`config.mk`:
```
export PLATFORM = sky130hd
export DESIGN_NAME = subtractor_div_ctrl
export DESIGN_NICKNAME = d
export VERILOG_FILES = /design/src/rtl/subtractor_div_ctrl.sv
export SDC_FILE = /design/constraint.sdc
export NUM_CORES = 1
export LEC_CHECK = 0
export BUFFER_PORTS_ARGS = -buffer_cell sky130_fd_sc_hd__buf_2
export CAP_MARGIN = 15
export CORE_MARGIN = 5
export CORE_UTILIZATION = 45
export DETAILED_ROUTE_END_ITERATION = 8
export GPL_ROUTABILITY_DRIVEN = 0
export PLACE_DENSITY = 0.69
export SETUP_SLACK_MARGIN = 0.15
export SKIP_LAST_GASP = 1
export SYNTH_ARGS = -nofsm -noshare
export SYNTH_HDL_FRONTEND = slang
export SYNTH_SLANG_ARGS = --single-unit
```
`constraint.sdc`:
```
create_clock -name clk -period 6.7 [get_ports clk]
set_input_delay 1.34 -clock clk [delete_from_list [all_inputs] [get_ports clk]]
set_output_delay 1.34 -clock clk [all_outputs]
set_load 0.01 [all_outputs]
```
`src/rtl/subtractor_div_ctrl.sv`:
```
// Multi-cycle unsigned 8-bit restoring divider (DIV/MOD unit).
// One shared combinational subtractor is reused for eight iterations per operation.

module subtractor (
  input  logic [7:0] a,
  input  logic [7:0] b,
  output logic [7:0] diff,
  output logic       borrow
);
  assign {borrow, diff} = {1'b0, a} - {1'b0, b};
endmodule

// state | meaning
// IDLE  | waiting for start; operands captured on accept
// CALC  | one shift/subtract iteration per cycle, eight in total
// DONE  | done pulse for one cycle, results valid
module subtractor_div_ctrl (
  input  logic       clk,
  input  logic       rst_n,
  input  logic       start,
  input  logic [7:0] dividend,
  input  logic [7:0] divisor,
  output logic       busy,
  output logic       done,
  output logic [7:0] quotient,
  output logic [7:0] remainder,
  output logic       div_by_zero
);
  typedef enum logic [1:0] {IDLE, CALC, DONE} state_t;

  state_t     state, state_nxt;
  logic [7:0] r_q, q_q, d_q;
  logic [3:0] cnt;
  logic       dbz;
  logic [7:0] shifted;
  logic [7:0] diff;
  logic       borrow;
  logic       accept;

  // The shifted partial remainder always fits in 8 bits for restoring division.
  assign shifted = {r_q[6:0], q_q[7]};
  assign accept  = (state == IDLE) && start;

  subtractor u_sub (
    .a      (shifted),
    .b      (d_q),
    .diff   (diff),
    .borrow (borrow)
  );

  always_ff @(posedge clk) begin
    if (!rst_n) state <= IDLE;
    else        state <= state_nxt;
  end

  always_comb begin
    state_nxt = state;
    case (state)
      IDLE: if (start) state_nxt = (divisor == 8'd0) ? DONE : CALC;
      CALC: if (cnt == 4'd7) state_nxt = DONE;
      DONE: state_nxt = IDLE;
      default: state_nxt = IDLE;
    endcase
  end

  always_comb begin
    busy = (state != IDLE);
    done = (state == DONE);
  end

  always_ff @(posedge clk) begin
    if (!rst_n) begin
      r_q <= 8'd0;
      q_q <= 8'd0;
      d_q <= 8'd0;
      cnt <= 4'd0;
      dbz <= 1'b0;
    end else if (accept) begin
      cnt <= 4'd0;
      d_q <= divisor;
      if (divisor == 8'd0) begin
        q_q <= 8'hFF;
        r_q <= dividend;
        dbz <= 1'b1;
      end else begin
        q_q <= dividend;
        r_q <= 8'd0;
        dbz <= 1'b0;
      end
    end else if (state == CALC) begin
      cnt <= cnt + 4'd1;
      if (!borrow) begin
        r_q <= diff;
        q_q <= {q_q[6:0], 1'b1};
      end else begin
        r_q <= shifted;
        q_q <= {q_q[6:0], 1'b0};
      end
    end
  end

  assign quotient    = q_q;
  assign remainder   = r_q;
  assign div_by_zero = dbz;
endmodule

```
Yosys cells after proc, flatten, opt, wreduce, memory -nomap -nowiden
Index checks and enable logic that the tools add are counted.
{"block": "classes", "add_sub_neg": 2, "eq_ne": 5, "n_mux": 13, "n_bitwise": 1, "reduce_logical": 7}
{"operator": "8-bit 2-to-1 mux", "count": 7}
{"operator": "8-bit by 8-bit subtractor with 9-bit output", "count": 1}
{"operator": "8-bit zero test", "count": 1}
{"operator": "2-bit 2-to-1 mux", "count": 3}
{"operator": "4-bit by 1-bit adder with 4-bit output (second input constant)", "count": 1}
{"operator": "4-bit by 3-bit equality test with 1-bit output (second input constant)", "count": 1}
{"operator": "2-bit != test (second input constant)", "count": 2}
{"operator": "2-bit one-hot mux with 2 select lines", "count": 1}
{"operator": "2-bit nonzero test", "count": 2}
{"operator": "2-bit by 1-bit equality test with 1-bit output (second input constant)", "count": 1}
{"operator": "2-bit equality test (second input constant)", "count": 1}
{"operator": "2-bit zero test", "count": 1}
{"operator": "1-bit 2-to-1 mux", "count": 2}
{"operator": "2-bit AND reduction", "count": 1}
{"operator": "2-bit OR reduction", "count": 1}
{"operator": "1-bit logical AND", "count": 1}
{"operator": "1-bit NOT", "count": 1}
{"block": "totals", "register_bits": 31, "in_bits": 19, "wordCells": 34}

Depth between registers and ports, before layout
Gate-level depths: netlist of the first run.
{"block": "depth", "depth_word": 4, "mapped_depth": 9}

Cells and area by module
From an unflattened synthesis of the first run, not the netlist that was laid out.
{"block": "hier_totals", "cells_unflattened": 220, "area_unflattened_um2": 1859.3}
{"mod": "subtractor_div_ctrl", "instances": 1, "cells_each": 172, "area_per_inst_um2": 1505.2}
{"mod": "subtractor", "instances": 1, "cells_each": 48, "area_per_inst_um2": 354.1}

Least setup slack after synthesis of the first run
OpenSTA, ideal clock, no wires.
{"block": "synth_timing", "kind": "input to register", "startpoint": "in divisor[4]", "endpoint": "reg r_q[5] (netlist: remainder[5])", "setup_ps": 74, "t_arrival_ps": 2602, "path_slack_ps": 4024, "path_stages": 5, "n_path_buf": 0, "path_cell_list": "or4_4 -> nor2_8 -> o21ai_4 -> a311o_1 -> a31oi_1"}
{"block": "synth_via", "elab_chain_len": 3}
{"item": "from (decl)", "line": "22", "rtl": "input logic [7:0] divisor,"}
{"item": "8-bit zero test", "line": "81", "rtl": "if (divisor == 8'd0) begin"}
{"item": "8-bit 2-to-1 mux", "line": "81"}
{"item": "8-bit 2-to-1 mux", "line": "78", "rtl": "end else if (accept) begin"}
{"item": "to (signal assigned)", "line": "83", "rtl": "r_q <= dividend;"}
{"item": "to (signal assigned)", "line": "93", "rtl": "r_q <= diff;"}
{"item": "to (signal assigned)", "line": "96", "rtl": "r_q <= shifted;"}
{"item": "to (decl)", "line": "32", "rtl": "logic [7:0] r_q, q_q, d_q;"}
No other way between the ends.
A chain may end at the register's enable or synchronous reset.

Worst setup path after layout of the first run
{"block": "layout_timing", "startpoint": "in start", "endpoint": "reg r_q[5] (netlist: remainder[5])"}
{"block": "layout_via", "elab_chain_len": 2, "word_cells_on_any_way": 3, "cone_classes": "mux: 1; reduce/logical: 2"}
{"item": "from (decl)", "line": "20", "rtl": "input logic start,"}
{"item": "1-bit logical AND (*)", "line": "42", "rtl": "assign accept = (state == IDLE) && start;"}
{"item": "8-bit 2-to-1 mux / 2-bit nonzero test (equally long branches)"}
Every way passes the cells marked *; elsewhere a longest branch is shown, timed or not.

==> impl_metrics.py, run 1 <==
metrics = {
    "outcome": {
        "outcome": "completed",
    },
    "critical_path": {
        "crit_slowest_cell": "or3_1",
        "start_kind": "input pin",
        "critPathMaxFanout": 28,
        "crit_chain": "buf_2 -> inv_1 -> or3_1 -> o21ai_4 -> a311o_1 -> a31oi_1",
        "crit_type": "in2reg",
        "max_stage_delay_ps": 750,
        "crit_arrival_ps": 2960,
        "endpoint_kind": "register",
        "required_ps": 6900,
    },
    "clock_network": {
        "clk_path_buf_depth": 2,
        "cts.reportedPaths.clkPinSlew_ps": 70,
        "cts_buffers": 5,
        "cts-resized-gates": 0,
        "postCtsHoldBufs": 0,
        "cts_max_level": 2,
        "clk_latency_ps": 280,
        "clkSinkCount": 31,
        "root_buffer": "clkbuf_8",
        "tritoncts": "built",
        "postCtsSetupRepairBufs": 0,
    },
    "yosys": {
        "ys_types": 43,
        "syn_avg_cell_area_um2": 7.99,
        "yosysSeqAreaShare": 0.345,
        "syn_area_um2": 1800,
        "synth_top_area_frac": 0.345,
        "synth_nets": 254,
        "synth-edff-count": 0,
        "synth.area.top_cells": "dfxtp_1, a21oi_1, nand2_1, ha_1, o21ai_0",
        "synth-warning-count": 0,
        "yosys_register_bits": 31,
        "ys_async_sr_fraction": 0,
        "synth_ff_type": "dfxtp_1",
        "yosysTopAreaCell": "dfxtp_1",
        "synthCells": 225,
    },
    "detailed_routing": {
        "drc_errors": 0,
        "drt-initial-drc-count": 87,
        "drtPass1Iterations": 4,
        "route.detailed.wl_per_inst_um": 14.8,
        "viasPerCell": 5.54,
        "num_vias": 1724,
        "ant_nets": 0,
        "wl_mm": 4.60,
    },
    "worst_hold_path": {
        "min_path_type": "reg2reg",
    },
    "sta": {
        "fin_worst_skew_ps": 5.69,
        "drv_slew": 0,
        "worstMarginPinSlew_ps": 975,
        "fmax_ghz": 0.363,
        "hold_viol_final": 0,
        "setup_ws_ps": 3950,
        "whs_ps": 456,
        "tns_ps": 0,
        "slew_headroom": 0.350,
        "setup_viol": 0,
        "rsz0062_at_grt": "no",
        "fin_crit_ps": 2750,
        "fin_crit_sh": 0.411,
    },
    "die": {
        "coreArea_um2": 3940,
        "die_x_um": 73.2,
        "io_pins": 38,
        "core.rowCount": 23,
        "initial_core_util": 0.456,
        "die_area_um2": 5360,
        "die_h_um": 73.2,
    },
    "placed_design": {
        "dp_slack_ps": 3520,
        "placed_cells": 302,
        "dp_hpwl_mm": 3.48,
        "placedInstanceArea_um2": 2000,
        "port_buffers": 37,
    },
    "run": {
        "max_cap_violations": 0,
    },
    "global_routing": {
        "grt_max_degree": 29,
        "grt_overflow": 0,
        "antenna_found_initial": 0,
        "first_global_vias": 1685,
        "track_usage": 0.188,
        "grt_first_pass_wirelength_mm": 7.93,
    },
    "cells_and_area": {
        "finalInstanceArea_um2": 2090,
        "syn_to_final_growth_pct": 16.2,
        "layout-drive-gt1-share": 0.215,
        "finalNetCount": 289,
        "stdcell_count": 311,
        "n_fill_cell": 375,
        "finalCoreUtilization": 0.530,
        "antenna_cells": 0,
    },
    "power_and_ir_drop": {
        "seq_power_share": 0.379,
        "p_int_mw": 0.368,
        "peakVddDrop_mv": 0.159,
        "pwr-share-comb": 0.374,
        "p_leak_nw": 0.931,
        "switching_share": 0.362,
        "totalPowerFinal_mw": 0.576,
        "p_clk_frac": 0.247,
        "switchingPower_mw": 0.209,
        "powerDensity_nw_per_um2": 276,
    },
}
[path summary, 6_finish.rpt]
check	endpoint	cells past startpoint	from	slack [ps]
setup / recovery	remainder[5]	6	start	3950
hold / removal	d_q[4]	2	d_q[4]	460
setup reg to reg	remainder[0]	8	quotient[7]	4120
hold reg to reg	d_q[4]	2	d_q[4]	460
[logic make-up (layout without fill, tap and decap cells)]
family,count (synthesis),in the layout,synth area share
adders and majority gates,10,10,0.0738
AOI/OAI and AO/OA,72,72,0.251
xor gates and xnor gates,7,7,0.0341
and+or+nand+nor,74,74,0.206
DFF,31,31,0.345
buffers and inverters,26,62,0.0606
muxes,5,5,0.0286
[per-layer routing]
| metal | global-route usage | vias to the layer above | share of wire |
|---|---|---|---|
| li1 | - | 864 | - |
| met1 | 0.263 | 797 | 0.46 |
| met2 | 0.284 | 53 | 0.46 |
| met3 | 0.0399 | 10 | 0.066 |
| met4 | 0.0697 | 0 | 0.019 |
| met5 | 0 | - | 0 |
[registers in the layout, indices dropped and copies added (netlist names)]
signal / count
remainder: 8
cnt: 4
quotient: 8
div_by_zero: 1
state: 2
d_q: 8
[cell usage in the layout (no fill, tap or decap), types with 4 or more instances in the layout]
cell type,Yosys,layout
buf_2,0,37
nand2_1,32,32
dfxtp_1,31,31
a21oi_1,28,28
inv_1,16,16
o21ai_0,14,14
nor2_1,13,13
ha_1,9,9
o22ai_1,8,8
nor3_1,5,5
nand2b_1,5,5
xor2_1,5,5
clkbuf_8,0,5
or2_2,4,4
nor2b_1,4,4
mux2i_1,4,4
[power groups by stage]
stage | Combinational (mW) | Clock [mW] | Sequential, mW
floorplan | 0.161 | 0 | 0.224
CTS | 0.217 | 0.144 | 0.218
global placement | 0.213 | 0 | 0.222
global route | 0.248 | 0.154 | 0.221
detailed placement | 0.216 | 0 | 0.222
finish | 0.216 | 0.142 | 0.218
[synthesized netlist by cell type, drive strengths merged, types with 5 or more instances]
| master | n |
|---|---|
| a21oi | 28 |
| clkbuf | 8 |
| dfxtp | 31 |
| ha | 9 |
| inv | 16 |
| nand2 | 32 |
| nand2b | 5 |
| nor2 | 14 |
| nor3 | 5 |
| o21ai | 15 |
| o22ai | 8 |
| xor2 | 5 |
[worst max-delay path: cells and delay by family]
family | cells | cell delay, ps
buffers and inverters | 2 | 170
AO/OA/AOI/OAI | 3 | 690
AND/OR/NAND/NOR | 1 | 750
[final cells by class]
type	instances	area (um2)	share of cell area
Clock buffer	6	72.6	0.0348
Timing Repair Buffer	38	193	0.0923
Clock inverter	2	12.5	0.00599
Inverter	16	60.1	0.0288
Sequential cell	31	621	0.297
Tap cell	50	62.6	0.0300
Multi-Input combinational cell	168	1070	0.511
(Power assumes the default switching activity.)
==> inputs of run 2 (changes only) <==
==> constraint.sdc (replaced) <==
create_clock -name clk -period 2.64 [get_ports clk]
set_input_delay 0.528 -clock clk [delete_from_list [all_inputs] [get_ports clk]]
set_output_delay 0.528 -clock clk [all_outputs]
set_load 0.01 [all_outputs]
==> run 2 against run 1 <==
  * Wire length increased by 1.8%
  * Design area increased by 2.4%
  * Clock power increased to 3.0 times the previous value
  * Clock skew decreased by 2.5 ps
  * Clock-buffer cell count increased by 1
  * Core utilization increased by 1.3 points
  * Critical path depth increased by 3
  * Largest power group is now combinational cells
  * Global-route usage increased by 0.71 points
  * Cell count increased by 0.96%
  * Largest cell class unchanged
  * Combinational power increased to 2.7 times the previous value
  * Sequential power increased to 2.5 times the previous value
  * Via count about the same
==> impl_metrics.py, run 2 (same netlist as run 1, synthesis figures left out) <==
metrics = {
    "worst_hold_path": {
        "min_path_type": "reg2reg",
        "min_from": "d_q[5]",
    },
    "power_and_ir_drop": {
        "p_leak_nw": 0.956,
        "peakVddDrop_mv": 0.465,
        "powerDensity_nw_per_um2": 727,
    },
    "global_routing": {
        "grt_max_degree": 19,
        "grt_first_pass_wirelength_mm": 8.05,
        "grt_overflow": 0,
        "first_global_vias": 1737,
        "antenna_found_initial": 0,
        "track_usage": 0.196,
    },
    "sta": {
        "hold_viol_final": 0,
        "fin_crit_ps": 2310,
        "tns_ps": 0,
        "setup_ws_ps": 335,
        "fin_worst_skew_ps": 3.24,
        "fin_crit_sh": 0.873,
        "rsz0062_at_grt": "no",
        "drv_slew": 0,
        "fmax_ghz": 0.434,
        "setup_viol": 0,
        "slew_headroom": 0.589,
        "worstMarginPinSlew_ps": 615,
    },
    "placed_design": {
        "dp_hpwl_mm": 3.47,
        "dp_slack_ps": 236,
        "port_buffers": 37,
    },
    "die": {
        "io_pins": 38,
        "coreArea_um2": 3940,
        "core.rowCount": 23,
        "die_x_um": 73.2,
        "initial_core_util": 0.456,
        "die_h_um": 73.2,
        "die_area_um2": 5360,
    },
    "detailed_routing": {
        "ant_nets": 0,
        "drc_errors": 0,
        "viasPerCell": 5.49,
        "drtPass1Iterations": 4,
        "wl_mm": 4.68,
        "route.detailed.wl_per_inst_um": 14.9,
        "drt-initial-drc-count": 107,
        "num_vias": 1723,
    },
    "critical_path": {
        "path_buf_inv": 2,
        "crit_slowest_cell": "fa_1",
        "crit_type": "reg2reg",
        "critPathMaxFanout": 10,
        "crit_family": "adder cells",
        "crit_arrival_ps": 2500,
        "cp-startpoint": "quotient[7]",
        "start_kind": "register",
        "max_stage_delay_ps": 390,
        "crit_chain": "inv_1 -> ha_1 -> fa_1 -> nand2b_1 -> a21oi_2 -> a221oi_2 -> buf_4 -> mux2_2 -> a211oi_1",
        "required_ps": 2840,
        "endpoint_kind": "register",
        "timing.rr.start": "quotient[7]",
    },
    "cells_and_area": {
        "layout_commonest_cell": "buf_2",
        "syn_to_final_growth_pct": 19.0,
        "final_cell_mix": "buf_2, nand2_1, dfxtp_1",
        "layout-drive-gt1-share": 0.235,
        "antenna_cells": 0,
        "finalNetCount": 292,
        "finalCoreUtilization": 0.542,
        "n_fill_cell": 370,
    },
    "clock_network": {
        "clk_latency_ps": 280,
        "clk_path_buf_depth": 2,
        "postCtsSetupRepairBufs": 0,
        "cts_buffers": 5,
        "cts.reportedPaths.clkPinSlew_ps": 70,
        "cts_max_level": 2,
        "root_buffer": "clkbuf_8",
        "clkSinkCount": 31,
        "tritoncts": "built",
    },
    "run": {
        "max_cap_violations": 0,
    },
    "outcome": {
        "outcome": "completed",
    },
}
run 2: cell types whose count changed in the layout (fill, tap and decap cells not counted), moves of 2 or more:
cell	delta
clkbuf_8	+2
buf_4	+4
a21oi_1	-2
a21oi_2	+2
run 2: final cells by class:
class	instances	area [um2]	share of cell area
Multi-Input combinational cell	168	1080	0.503
Inverter	16	60.1	0.0281
Clock buffer	7	96.3	0.0451
Clock inverter	1	7.51	0.00351
Timing Repair Buffer	41	215	0.101
Tap cell	50	62.6	0.0293
Sequential cell	31	621	0.290
run 2: worst paths after layout:
kind         cells after the start            to  slack [ps]
min reg2reg                      2        d_q[5]         460
min                              2        d_q[5]         460
max reg2reg                      9  remainder[0]         330
max                              9  remainder[0]         330
run 2: timing repair:
item / CTS / global route
gates resized for setup: 0 / 3
hold buffers: 0 / 0
endpoints found under the hold margin: 0 / 0
endpoints found under the setup margin: 0 / 2
run 2: tightest hold or removal path, cell delays in order (launching register included):
cell     delay [ps]
dfxtp_1         310
nand2_1          50
a21oi_1          50
run 2: stage by stage:
stage               total power, mW  hold slack [ps]  cells  instance area [um2]
floorplan                     0.978              436    225                 1800
global placement               1.12              445    306                 2030
detailed placement             1.13              453    306                 2030
CTS                            1.55              463    314                 2130
global route                   1.66              484    314                 2140
finish                         1.55              456    314                 2140
run 2: layer usage:
layer,vias up,GRT usage,part of all wire
met3,10,0.0565,0.065
met4,0,0.0779,0.023
met2,59,0.311,0.46
li1,872,-,-
met1,782,0.247,0.46
met5,-,0,0
run 2: power by group:
group,switching (mW),internal (mW)
clock,0.182,0.237
sequential,0.0420,0.512
combinational,0.326,0.254
total,0.551,1.00
==> inputs of run 3 (changes only) <==
--- a/config.mk
+++ b/config.mk
@@ -16,4 +16,5 @@
 export SKIP_LAST_GASP = 1
 export SYNTH_ARGS = -nofsm -noshare
 export SYNTH_HDL_FRONTEND = slang
+export SYNTH_HIERARCHICAL = 1
 export SYNTH_SLANG_ARGS = --single-unit
==> run 3 against run 2 <==
  * Clock-buffer cell count unchanged
  * Sequential power hardly changed
  * Cell count shrank 2.2%
  * Largest cell class unchanged
  * Hold slack got worse by 5.6 ps
  * Via count fell by 3.4%
  * Wire length fell by 2.1%
  * Maximum frequency decreased by 2.5%
  * Register-to-register slack worse by 60 ps
  * Worst setup slack got worse by 58 ps
  * Clock power shrank 12%
==> impl_metrics.py, run 3 <==
metrics = {
    "sta": {
        "fin_worst_skew_ps": 7.89,
        "drv_slew": 0,
        "worstMarginPinSlew_ps": 645,
        "slew_headroom": 0.570,
        "tns_ps": 0,
        "hold_viol_final": 0,
        "setup_viol": 0,
        "fin_crit_ps": 2360,
        "rsz0062_at_grt": "no",
        "fin_crit_sh": 0.895,
        "fmax_ghz": 0.423,
    },
    "outcome": {
        "outcome": "completed",
    },
    "cells_and_area": {
        "layout-drive-gt1-share": 0.265,
        "finalNetCount": 285,
        "final_cell_mix": "buf_2, nand2_1, dfxtp_1",
        "syn_to_final_growth_pct": 16.3,
        "antenna_cells": 0,
        "stdcell_count": 307,
        "layout_commonest_cell": "buf_2",
    },
    "clock_network": {
        "cts_max_level": 2,
        "clk_path_buf_depth": 2,
        "clk_latency_ps": 290,
        "cts_buffers": 5,
        "cts.reportedPaths.clkPinSlew_ps": 60,
        "tritoncts": "built",
        "clkSinkCount": 31,
        "postCtsHoldBufs": 0,
        "root_buffer": "clkbuf_8",
    },
    "critical_path": {
        "endpoint_kind": "register",
        "cp-startpoint": "quotient[7]",
        "max_stage_delay_ps": 380,
        "crit_slowest_cell": "fa_2",
        "required_ps": 2810,
        "crit_arrival_ps": 2530,
        "crit_chain": "inv_1 -> ha_1 -> fa_2 -> nor2b_4 -> o21ai_2 -> a21boi_2 -> o21ai_2 -> o2bb2ai_4 -> mux2_2 -> o221ai_1 -> a21oi_1",
        "crit_top_cell": "o21ai_2",
        "timing.rr.start": "quotient[7]",
        "start_kind": "register",
        "crit_type": "reg2reg",
        "critPathMaxFanout": 11,
    },
    "yosys": {
        "synth_top_area_frac": 0.334,
        "synth_most_common_cell": "nand2_1",
        "syn_area_um2": 1860,
        "synth.area.top_cells": "dfxtp_1, nand2_1, ha_1, a21boi_1, a31oi_1",
        "synthCells": 220,
        "ys_async_sr_fraction": 0,
        "yosysTopAreaCell": "dfxtp_1",
        "synth-edff-count": 0,
        "ys_types": 46,
        "synth_ff_type": "dfxtp_1",
        "yosys_register_bits": 31,
        "yosysSeqAreaShare": 0.334,
        "synth_nets": 249,
        "synth_common_cells": "nand2_1, dfxtp_1, inv_1, a31oi_1, o21ai_0",
        "syn_avg_cell_area_um2": 8.45,
        "synth-warning-count": 6,
    },
    "die": {
        "io_pins": 38,
        "die_area_um2": 5520,
        "initial_core_util": 0.465,
        "die_h_um": 74.3,
        "die_x_um": 74.3,
        "core.rowCount": 23,
        "coreArea_um2": 4000,
    },
    "power_and_ir_drop": {
        "peakVddDrop_mv": 0.326,
        "p_leak_nw": 0.900,
        "powerDensity_nw_per_um2": 667,
    },
    "global_routing": {
        "antenna_found_initial": 0,
        "grt_overflow": 0,
        "grt_first_pass_wirelength_mm": 7.48,
        "first_global_vias": 1606,
        "grt_max_degree": 33,
        "track_usage": 0.176,
    },
    "detailed_routing": {
        "num_vias": 1664,
        "ant_nets": 0,
        "route.detailed.wl_per_inst_um": 14.9,
        "drt-initial-drc-count": 180,
        "wl_mm": 4.58,
        "drtPass1Iterations": 4,
        "viasPerCell": 5.42,
        "drc_errors": 0,
    },
    "placed_design": {
        "port_buffers": 37,
        "placed_cells": 299,
        "dp_hpwl_mm": 3.30,
    },
    "worst_hold_path": {
        "min_path_type": "reg2reg",
        "min_from": "div_by_zero",
    },
    "run": {
        "max_cap_violations": 0,
    },
}
[run 3: through the flow]
| step | instance area (um2) | setup WS (ps) | hold WS, ps | util | power, mW |
|---|---|---|---|---|---|
| finish | 2160 | 277 | 451 | 0.541 | 1.44 |
| global route | 2160 | 135 | 478 | 0.541 | 1.53 |
| CTS | 2140 | 177 | 456 | 0.536 | 1.42 |
| detailed placement | 2060 | 83.8 | 447 | 0.514 | 1.06 |
| global placement | 2060 | 147 | 441 | 0.514 | 1.05 |
| floorplan | 1860 | 216 | 435 | - | 0.941 |
[run 3: path summary, 6_finish.rpt]
| kind | endpoint | slack, ps | depth (start not counted) |
|---|---|---|---|
| hold reg to reg | div_by_zero | 450 | 2 |
| setup / recovery | remainder[1] | 280 | 11 |
| hold / removal | div_by_zero | 450 | 2 |
| setup reg to reg | remainder[1] | 280 | 11 |
[run 3: timing repair]
| action | in CTS | in global routing |
|---|---|---|
| resized for setup | 1 | 3 |
| setup buffers | 0 | 0 |
| setup endpoints to repair | 6 | 6 |
[run 3: final cells by class]
type,instances,area (um2)
Sequential cell,31,621
Multi-Input combinational cell,160,1110
Tap cell,50,62.6
Clock buffer,7,76.3
Fill cell,394,1840
Timing Repair Buffer,44,238
Clock inverter,1,5.00
Inverter,14,52.6
[run 3: per-layer routing]
| layer | up-vias | share of wire | global-route usage |
|---|---|---|---|
| met3 | 11 | 0.049 | 0.0459 |
| met1 | 773 | 0.45 | 0.237 |
| met2 | 35 | 0.48 | 0.261 |
| met5 | - | 0 | 0 |
| li1 | 845 | - | - |
| met4 | 0 | 0.023 | 0.0850 |
[run 3: logic make-up (layout without fill, tap and decap cells)]
family,count (synthesis),in the layout,synth area share
compound gates,67,67,0.247
xor+xnor,4,4,0.0188
fa+ha+maj,10,10,0.0713
buf+inv,29,66,0.0841
flops,31,31,0.334
mux,8,8,0.0471
simple gates,71,71,0.198
[run 3: report_power, final]
group	total [mW]	switching [mW]	internal, mW
Clock	0.368	0.183	0.185
Sequential	0.554	0.0411	0.513
Combinational	0.522	0.275	0.246
Total	1.44	0.499	0.944
[run 3: critical path: cells and delay by family, from the launching register on]
kind / cells / cell delay (ps)
flops: 1 / 320
mux: 1 / 300
buf+inv: 1 / 40
compound gates: 6 / 870
simple gates: 1 / 120
fa+ha+maj: 2 / 600
